File: src/rtl/cva6_rvfi_ser_pkg.sv
// Shared constants for the RVFI retirement serializer and a minimal default record type.
// The record type only needs a leading .valid flag for the serializer to work.
package cva6_rvfi_ser_pkg;

  localparam int unsigned ORDER_W    = 64;
  localparam int unsigned DROP_CNT_W = 32;

  typedef struct packed {
    logic        valid;
    logic [31:0] pc;
    logic [31:0] insn;
  } rvfi_rec_min_t;

endpackage

File: src/rtl/cva6_rvfi_ser_fifo.sv
// Circular buffer taking up to NrPorts compacted entries per cycle and releasing one.
// The caller guarantees wr_num never exceeds the free slots; Depth must be a power of two.
module cva6_rvfi_ser_fifo #(
  parameter int unsigned Depth   = 16,
  parameter int unsigned NrPorts = 2,
  parameter type         entry_t = logic,
  localparam int unsigned PtrW   = $clog2(Depth),
  localparam int unsigned CntW   = $clog2(Depth + 1),
  localparam int unsigned WnW    = $clog2(NrPorts + 1)
) (
  input  logic            clk_i,
  input  logic            rst_i,
  input  logic [WnW-1:0]  wr_num,
  input  entry_t          wr_data [NrPorts],
  input  logic            pop,
  output entry_t          head,
  output logic [CntW-1:0] count
);

  entry_t          mem [Depth];
  logic [PtrW-1:0] wr_ptr;
  logic [PtrW-1:0] rd_ptr;
  logic            do_pop;

  assign do_pop = pop && (count != '0);
  assign head   = mem[rd_ptr];

  // Storage carries no reset; only pointers and occupancy do.
  always_ff @(posedge clk_i) begin
    for (int k = 0; k < NrPorts; k++) begin
      if (k < int'(wr_num)) begin
        mem[wr_ptr + PtrW'(k)] <= wr_data[k];
      end
    end
  end

  always_ff @(posedge clk_i or posedge rst_i) begin
    if (rst_i) begin
      wr_ptr <= '0;
      rd_ptr <= '0;
      count  <= '0;
    end else begin
      wr_ptr <= wr_ptr + PtrW'(wr_num);
      if (do_pop) begin
        rd_ptr <= rd_ptr + 1'b1;
      end
      count <= count + CntW'(wr_num) - CntW'(do_pop);
    end
  end

endmodule

File: src/rtl/cva6_rvfi_serializer.sv
// Serializes per-commit-port RVFI records into a one-per-cycle valid/ready stream tagged
// with a 64-bit retirement order. Define CVA6_RVFI_SER_DROP_CNT_EN to get the drop counter.
module cva6_rvfi_serializer
  import cva6_rvfi_ser_pkg::*;
#(
  parameter int unsigned NrCommitPorts = 2,
  parameter type         rvfi_instr_t  = rvfi_rec_min_t,
  parameter int unsigned Depth         = 16
) (
  input  logic                  clk_i,
  input  logic                  rst_i,
  input  rvfi_instr_t           rvfi_i [NrCommitPorts],
  output logic                  rec_valid_o,
  input  logic                  rec_ready_i,
  output rvfi_instr_t           rec_o,
  output logic [ORDER_W-1:0]    order_o,
  output logic                  full_o,
  output logic                  overflow_o,
  output logic [DROP_CNT_W-1:0] drop_cnt_o
);

  localparam int unsigned CntW = $clog2(Depth + 1);
  localparam int unsigned WnW  = $clog2(NrCommitPorts + 1);

  typedef struct packed {
    rvfi_instr_t        rec;
    logic [ORDER_W-1:0] order;
  } ser_entry_t;

  ser_entry_t         cmp [NrCommitPorts];
  ser_entry_t         head;
  logic [CntW-1:0]    count;
  logic [WnW-1:0]     n_wr;
  logic [ORDER_W-1:0] order_q;
  logic               overflow_q;
  logic               pop;
  int unsigned        n_push;
  int unsigned        free_slots;
  int unsigned        n_written;

  // Compaction: valid ports pack downward keeping port order; every valid record,
  // kept or dropped, consumes one order number so gaps reveal drops.
  always_comb begin
    n_push = 0;
    for (int unsigned k = 0; k < NrCommitPorts; k++) begin
      cmp[k] = '0;
    end
    for (int unsigned i = 0; i < NrCommitPorts; i++) begin
      if (rvfi_i[i].valid) begin
        for (int unsigned k = 0; k < NrCommitPorts; k++) begin
          if (n_push == k) begin
            cmp[k].rec   = rvfi_i[i];
            cmp[k].order = order_q + ORDER_W'(k);
          end
        end
        n_push = n_push + 1;
      end
    end
    // A same-cycle pop is deliberately not counted as free space.
    free_slots = Depth - 32'(count);
    n_written  = (n_push > free_slots) ? free_slots : n_push;
  end

  assign n_wr = WnW'(n_written);
  assign pop  = rec_valid_o && rec_ready_i;

  cva6_rvfi_ser_fifo #(
    .Depth   (Depth),
    .NrPorts (NrCommitPorts),
    .entry_t (ser_entry_t)
  ) i_fifo (
    .clk_i   (clk_i),
    .rst_i   (rst_i),
    .wr_num  (n_wr),
    .wr_data (cmp),
    .pop     (pop),
    .head    (head),
    .count   (count)
  );

  always_ff @(posedge clk_i or posedge rst_i) begin
    if (rst_i) begin
      order_q    <= '0;
      overflow_q <= 1'b0;
    end else begin
      order_q <= order_q + ORDER_W'(n_push);
      if (n_push > n_written) begin
        overflow_q <= 1'b1;
      end
    end
  end

`ifdef CVA6_RVFI_SER_DROP_CNT_EN
  logic [DROP_CNT_W-1:0] drop_cnt_q;

  function automatic logic [DROP_CNT_W-1:0] sat_add(input logic [DROP_CNT_W-1:0] a,
                                                    input int unsigned b);
    logic [DROP_CNT_W:0] sum;
    sum = {1'b0, a} + (DROP_CNT_W + 1)'(b);
    return sum[DROP_CNT_W] ? '1 : sum[DROP_CNT_W-1:0];
  endfunction

  always_ff @(posedge clk_i or posedge rst_i) begin
    if (rst_i) begin
      drop_cnt_q <= '0;
    end else if (n_push > n_written) begin
      drop_cnt_q <= sat_add(drop_cnt_q, n_push - n_written);
    end
  end

  assign drop_cnt_o = drop_cnt_q;
`else
  assign drop_cnt_o = '0;
`endif

  // Head fields are masked while empty so stale storage never leaks out.
  assign rec_valid_o = (count != '0);
  assign rec_o       = rec_valid_o ? head.rec : '0;
  assign order_o     = rec_valid_o ? head.order : '0;
  assign full_o      = (count == CntW'(Depth));
  assign overflow_o  = overflow_q;

endmodule

File: config.mk
export PLATFORM = sky130hd
export DESIGN_NAME = cva6_rvfi_serializer
export DESIGN_NICKNAME = d
export VERILOG_FILES = /design/src/rtl/cva6_rvfi_ser_pkg.sv /design/src/rtl/cva6_rvfi_ser_fifo.sv /design/src/rtl/cva6_rvfi_serializer.sv
export SDC_FILE = /design/constraint.sdc
export NUM_CORES = 2
export LEC_CHECK = 0
export ABC_AREA = 1
export BUFFER_PORTS_ARGS = -buffer_cell sky130_fd_sc_hd__buf_2
export CAP_MARGIN = 15
export CORE_MARGIN = 1.5
export CORE_UTILIZATION = 45
export CTS_CLUSTER_DIAMETER = 80
export DETAILED_ROUTE_END_ITERATION = 7
export SLEW_MARGIN = 20
export SYNTH_ARGS = -nofsm -noshare
export SYNTH_HDL_FRONTEND = slang
export SYNTH_HIERARCHICAL = 1
export SYNTH_SLANG_ARGS = --single-unit
File: constraint.sdc
create_clock -name clk_i -period 9.08 [get_ports clk_i]
set_clock_uncertainty 0.15 [all_clocks]
set_input_delay 1.816 -clock clk_i [delete_from_list [all_inputs] [get_ports clk_i]]
set_output_delay 1.816 -clock clk_i [all_outputs]
set_load 0.05 [all_outputs]
=== Word level (Yosys, flattened, before mapping) ===
Memories as Yosys holds them, arrays and structs flattened.
Index checks and enable logic that the tools add are counted.

* Memory bits (writable): 2064
* Flip-flop bits (word level): 78
* Output and inout bits: 164
* Memories kept: 1

* Order comparisons: 4
* Muxes and demuxes: 13
* Reduce and logical (&&, ||, !) cells: 4
* Add/sub/neg operators: 9
* Eq/ne operators: 2

{| class="wikitable"
|+ Memory list
! memory !! words !! bits a word !! rd ports !! clocked after memory_dff !! write ports !! RTL line !! RTL
|-
| i_fifo.mem || 16 || 129 || 1 || 0 || 2 || cva6_rvfi_ser_fifo.sv:20 || <nowiki>entry_t mem [Depth];</nowiki>
|}

{| class="wikitable"
|+ Operators by type and width
! operator !! number
|-
| 129-bit two-way mux || 3
|-
| 258-bit two-way mux || 1
|-
| 65-bit two-way mux || 1
|-
| 64-bit by 1-bit adder with 64-bit output, second input constant || 1
|-
| 64-bit by 32-bit adder with 64-bit output || 1
|-
| 32-bit greater-than comparator || 2
|-
| 32-bit two-way mux || 2
|-
| 64-bit two-way mux || 1
|-
| 32-bit by 1-bit adder with 32-bit output, second input constant || 1
|-
| 32-bit by 1-bit == test with 1-bit output, second input constant || 1
|-
| 32-bit logical NOT || 1
|-
| 4-bit by 1-bit adder with 4-bit output, second input constant || 2
|-
| 5-bit by 5-bit subtractor with 6-bit output, first input constant || 1
|-
| 5-bit by 2-bit adder with 5-bit output || 1
|-
| 5-bit == test, second input constant || 1
|-
| 1-bit two-way mux || 5
|-
| 5-bit nonzero test || 1
|-
| 5-bit by 1-bit subtractor with 5-bit output || 1
|-
| 4-bit by 2-bit adder with 4-bit output || 1
|-
| 1-bit by 2-bit less-than comparator with 1-bit output, first input constant || 2
|-
| 1-bit logical AND || 2
|}

=== Longest topological paths before layout ===
* Word-level depth: 8
* Mapped depth: 23
* Mapped depth without buffers: 20

=== By module ===
The synthesis kept the hierarchy.

{| class="wikitable"
|+ Modules (own cells, without submodules)
! module !! cells an instance !! area an instance (µm²) !! sequential area each (µm²) !! times used
|-
| cva6_rvfi_ser_fifo || 12918 || 108150.0 || 62304.8 || 1
|-
| cva6_rvfi_serializer || 1626 || 8530.7 || 1626.6 || 1
|}

=== Worst setup path after synthesis ===
No wires, ideal clock.

* Kind: input to register
* Start point: input rvfi_i[129] (netlist bit)
* End point: memory i_fifo/mem[4][0] (netlist bit), enable pin
* Required time: 8437 ps
* Library setup time: 493 ps
* Path slack: 1112 ps
* Cell stages on the path: 19
* Arrival time: 7325 ps
* Buffers on the path: 6
* Path through: inv_1 clkbuf_1 clkbuf_1 buf_2 ha_1 inv_1 ha_1 nand2_1 o211ai_1 nor2_1 nand2_1 o21ai_0 buf_2 buf_2 nor2_1 inv_1 buf_2 nand3_1 nand2_1

{| class="wikitable"
|+ RTL lines
! what !! RTL line !! RTL
|-
| start, declared || cva6_rvfi_serializer.sv:12 || <nowiki>input rvfi_instr_t rvfi_i [NrCommitPorts],</nowiki>
|-
| end, declared || cva6_rvfi_ser_fifo.sv:20 ||
|}

==> summary.txt <==
============================================================================================
Maximum number of pins on one net before global-route repair                             207
Average wire per standard cell                                                       22.9 µm
Antenna violations before repair                                                           9
Power per cell area                                                               317 nW/µm²
Synth Area in Compound Gates                                                          0.0978
Power share of the combinational group                                                 0.435
Clock net sink count                                                                   2,142
FF-to-FF setup slack                                                                 3500 ps
Library cell used as clock root buffer                                          sky130_fd_sc_hd__clkbuf_16
Largest fanout of any net on the critical path                                            91
Synth Area per Inst                                                                 8.02 µm²
Basic-gate share of the synthesized area counting and, or, nand and nor cells          0.253
Count of flip-flops with a built-in enable after synthesis                             2,064
Area share of the largest cell type after synthesis                                    0.531
Number of max-slew violations in the final report                                          0
Reg2reg path depth                                                                        14
Overall via count from detail_route                                                   97,500
Final number of hold-violating endpoints                                                   0
Final total negative setup slack                                                        0 ps
Share of synthesized cell area in full adder, half adder and majority cells          0.00287
DRC violations left                                                                        0
Die Outline Area                                                                 262,000 µm²
Net count of the finished layout                                                      14,000
Post-synthesis instance area                                                     117,000 µm²
Post-CTS Hold Fix Bufs                                                                     0
Number of buffers on the longest clock path                                                3
Category of the critical setup timing path                                      flop to primary output
Tmin final                                                                           7100 ps
Clock share of power                                                                   0.230
Count of distinct cell types in the synthesized netlist                                   32
GRT Overall Usage                                                                      0.298
Number of nets with antenna violations after detailed routing                              0
Detailed-route vias per instance                                                        5.58
Worst min-delay path endpoint                                                     overflow_o
Overall die width                                                                     512 µm
Cell type contributing the most total cell area after synthesis                 sky130_fd_sc_hd__edfxtp_1
H-tree Lvls                                                                                4
Internal Power                                                                      0.0220 W
Count of input and output buffers                                                        264
Global-route wire length before repair                                            592,000 µm
Combinational family with the most area after synthesis                         simple AND/OR/NAND/NOR gates
Worst flop-to-flop path startpoint                                              i_fifo/count[0]
Global placer's final weighted congestion                                              0.948
Max capacitance violation total                                                            0
Final core utilization                                                                 0.491
Register clock-pin slew on the reported worst setup and hold paths                     60 ps
Clock latency on the worst-skew pair                                                  890 ps
Dpl cell area                                                                    119,000 µm²
Synth area leaders                                                              sky130_fd_sc_hd__edfxtp_1 53%, sky130_fd_sc_hd__nand2_1 17%, sky130_fd_sc_hd__o21ai_0 9.4%
Crit start category                                                                     flop
Core area                                                                        257,000 µm²
Max-slew headroom                                                                      0.133
RSZ-0062 raised after global routing                                                   false
Gate count of the mapped netlist                                                      14,500
Net Sw Frac                                                                            0.451
Fin crit share                                                                         0.782
Number of endpoints failing setup at the final stage                                       0
Sequential cell area fraction in the yosys report                                      0.548
Worst hold path stage count                                                                2
Effective utilization at floorplan                                                     0.453
Total detailed-routing wirelength                                                 400,000 µm
Maximum VDD drop                                                                      505 µV
Detailed-router iteration count before antenna repair                                      8
Result of the run                                                                  completed
Warning count from the yosys run                                                           6
Resize count post-CTS                                                                      0
Switching Power                                                                     0.0181 W
Main synth FF type                                                              sky130_fd_sc_hd__edfxtp_1
Endpoint required time on the critical path                                          7110 ps
Capture point of the worst reg-to-reg path                                      i_fifo/mem[13][33]
Grt ovf                                                                                    0
Type of element capturing the critical path                                     primary output
Final HPWL DP                                                                     209,000 µm
I/O pins                                                                                 297
Leakage dissipation                                                                  54.4 nW
Final instance area                                                              126,000 µm²
Worst min path class                                                            flop to flop
Area growth from synthesis to final layout                                             8.21%
Hold_sp                                                                           overflow_o
Total chip power                                                                    0.0400 W
Y dimension of the die                                                                512 µm
Fraction of layout instances using a drive strength above 1                           0.0640
Transition time of the tightest slew-check pin                                       1300 ps
TritonCTS clock tree                                                                     yes
Post-CTS setup buffers                                                                     0
Xor/xnor share of the synthesized area                                               0.00435
Core Rows                                                                                186
Total clock buffers created by CTS                                                       233
Worst Hold Slack                                                                      318 ps
Vias in the first global route                                                        89,300
Number of DRC violations after detailed-routing iteration 0                           12,100
Mux contribution to synthesized area                                                       0
Signal arrival time at the worst endpoint                                            5140 ps
Maximum clock rate                                                                 0.141 GHz
Share of power burned in registers                                                     0.335
Number of synthesized register bits                                                    2,142
Post-synth ARST share                                                                 0.0364
============================================================================================
[per-stage QoR]
step                      cells  setup WS, ps
after global placement    17000          1640
after CTS                 17500          1950
after detailed placement  17000          1680
after global routing      17500          1760
final                     17500          1980
after floorplan           14600          1110
[synth_stat cells, types with 22 or more instances]
library cell and count:
sky130_fd_sc_hd__ha_1 22, sky130_fd_sc_hd__dfrtp_1 78, sky130_fd_sc_hd__a21oi_1 38, sky130_fd_sc_hd__nand2_1 5175
sky130_fd_sc_hd__xor2_1 56, sky130_fd_sc_hd__inv_1 1403, sky130_fd_sc_hd__o21ai_1 40, sky130_fd_sc_hd__nor2_1 447
sky130_fd_sc_hd__clkbuf_1 685, sky130_fd_sc_hd__or2_2 23, sky130_fd_sc_hd__nand3_1 1543, sky130_fd_sc_hd__buf_4 33
sky130_fd_sc_hd__o21ai_0 2200, sky130_fd_sc_hd__buf_1 303, sky130_fd_sc_hd__edfxtp_1 2064, sky130_fd_sc_hd__buf_2 336
[power groups by stage]
stage | combinational [W] | sequential, W | clock (W)
2_1_floorplan | 0.0115 | 0.0136 | 0
3_3_place_gp | 0.0172 | 0.0136 | 0
3_5_place_dp | 0.0173 | 0.0136 | 0
4_1_cts | 0.0173 | 0.0134 | 0.00931
5_1_grt | 0.0187 | 0.0136 | 0.00967
6_report | 0.0174 | 0.0134 | 0.00921
[worst max-delay path by stage]
stage                     start                  to  slack (ps)  cells past startpoint
3_5_place_dp         rvfi_i[64]  i_fifo/mem[13][39]        1680                     14
6_report       i_fifo/rd_ptr[0]         order_o[50]        1980                     11
4_1_cts        i_fifo/rd_ptr[0]            rec_o[3]        1950                     10
3_3_place_gp         rvfi_i[64]  i_fifo/mem[13][42]        1640                     14
5_1_grt        i_fifo/rd_ptr[0]         order_o[50]        1760                     11
2_1_floorplan       rvfi_i[129]    i_fifo/mem[4][0]        1110                     19
[worst max-delay path, stage by stage, from the launching register on]
cell and delay [ps]:
sky130_fd_sc_hd__dfrtp_4 1010, sky130_fd_sc_hd__buf_4 850, sky130_fd_sc_hd__buf_4 980, sky130_fd_sc_hd__nand2_1 270, sky130_fd_sc_hd__nand2_1 140, sky130_fd_sc_hd__nand2_1 50
sky130_fd_sc_hd__nand3_1 130, sky130_fd_sc_hd__nand3_1 120, sky130_fd_sc_hd__nand2_1 130, sky130_fd_sc_hd__inv_1 50, sky130_fd_sc_hd__nor2_1 120, sky130_fd_sc_hd__buf_2 290
[cells in the final DEF, fill, tap and decap left out, types with 5 or more instances in the layout]
cell and count:
sky130_fd_sc_hd__clkinv_2 42, sky130_fd_sc_hd__nor2_1 404, sky130_fd_sc_hd__nand3_1 1540, sky130_fd_sc_hd__xor2_1 56, sky130_fd_sc_hd__nand2_4 23, sky130_fd_sc_hd__clkinv_1 51, sky130_fd_sc_hd__dfrtp_1 74, sky130_fd_sc_hd__nor2_2 58
sky130_fd_sc_hd__nand2_1 5152, sky130_fd_sc_hd__a21oi_1 38, sky130_fd_sc_hd__bufinv_16 10, sky130_fd_sc_hd__buf_4 110, sky130_fd_sc_hd__edfxtp_1 2064, sky130_fd_sc_hd__nand4_1 10, sky130_fd_sc_hd__inv_2 11, sky130_fd_sc_hd__inv_8 5
sky130_fd_sc_hd__inv_1 1397, sky130_fd_sc_hd__buf_2 264, sky130_fd_sc_hd__conb_1 32, sky130_fd_sc_hd__nand3_4 8, sky130_fd_sc_hd__nand2_2 13, sky130_fd_sc_hd__clkbuf_1 79, sky130_fd_sc_hd__clkbuf_16 238, sky130_fd_sc_hd__nor2_4 16
sky130_fd_sc_hd__o21ai_1 40, sky130_fd_sc_hd__ha_1 21, sky130_fd_sc_hd__or2_2 23, sky130_fd_sc_hd__o21ai_0 2199, sky130_fd_sc_hd__nor3_1 12, sky130_fd_sc_hd__buf_12 47
[logic make-up after synthesis]
logic type	count (synthesis)
compound gates	2280
xor+xnor	58
fa+ha+maj	25
buf+inv	2773
flops	2142
other cells	1
simple gates	7265
[sequential cells by signal, indices dropped and copies added, names as in the netlist]
signal	flops
i_fifo/mem	2064
i_fifo/count	5
i_fifo/rd_ptr	4
order_q	64
overflow_o	1
i_fifo/wr_ptr	4
[layout make-up]
class / instances / area (µm²)
timing repair buffer: 425 / 3170
clock inverter: 115 / 915
multi-input combinational: 9660 / 42300
sequential: 2142 / 63900
fill: 24400 / 131000
clock buffer: 321 / 6310
inverter: 1416 / 5350
tap: 3384 / 4230
antenna: 4 / 10.0
[metal layers]
layer	GRT usage	part of all wire
met5	0	0
met4	0.100	0.034
met3	0.0358	0.087
met2	0.490	0.47
met1	0.409	0.41
Note: power is estimated with default switching activity, not from simulation.
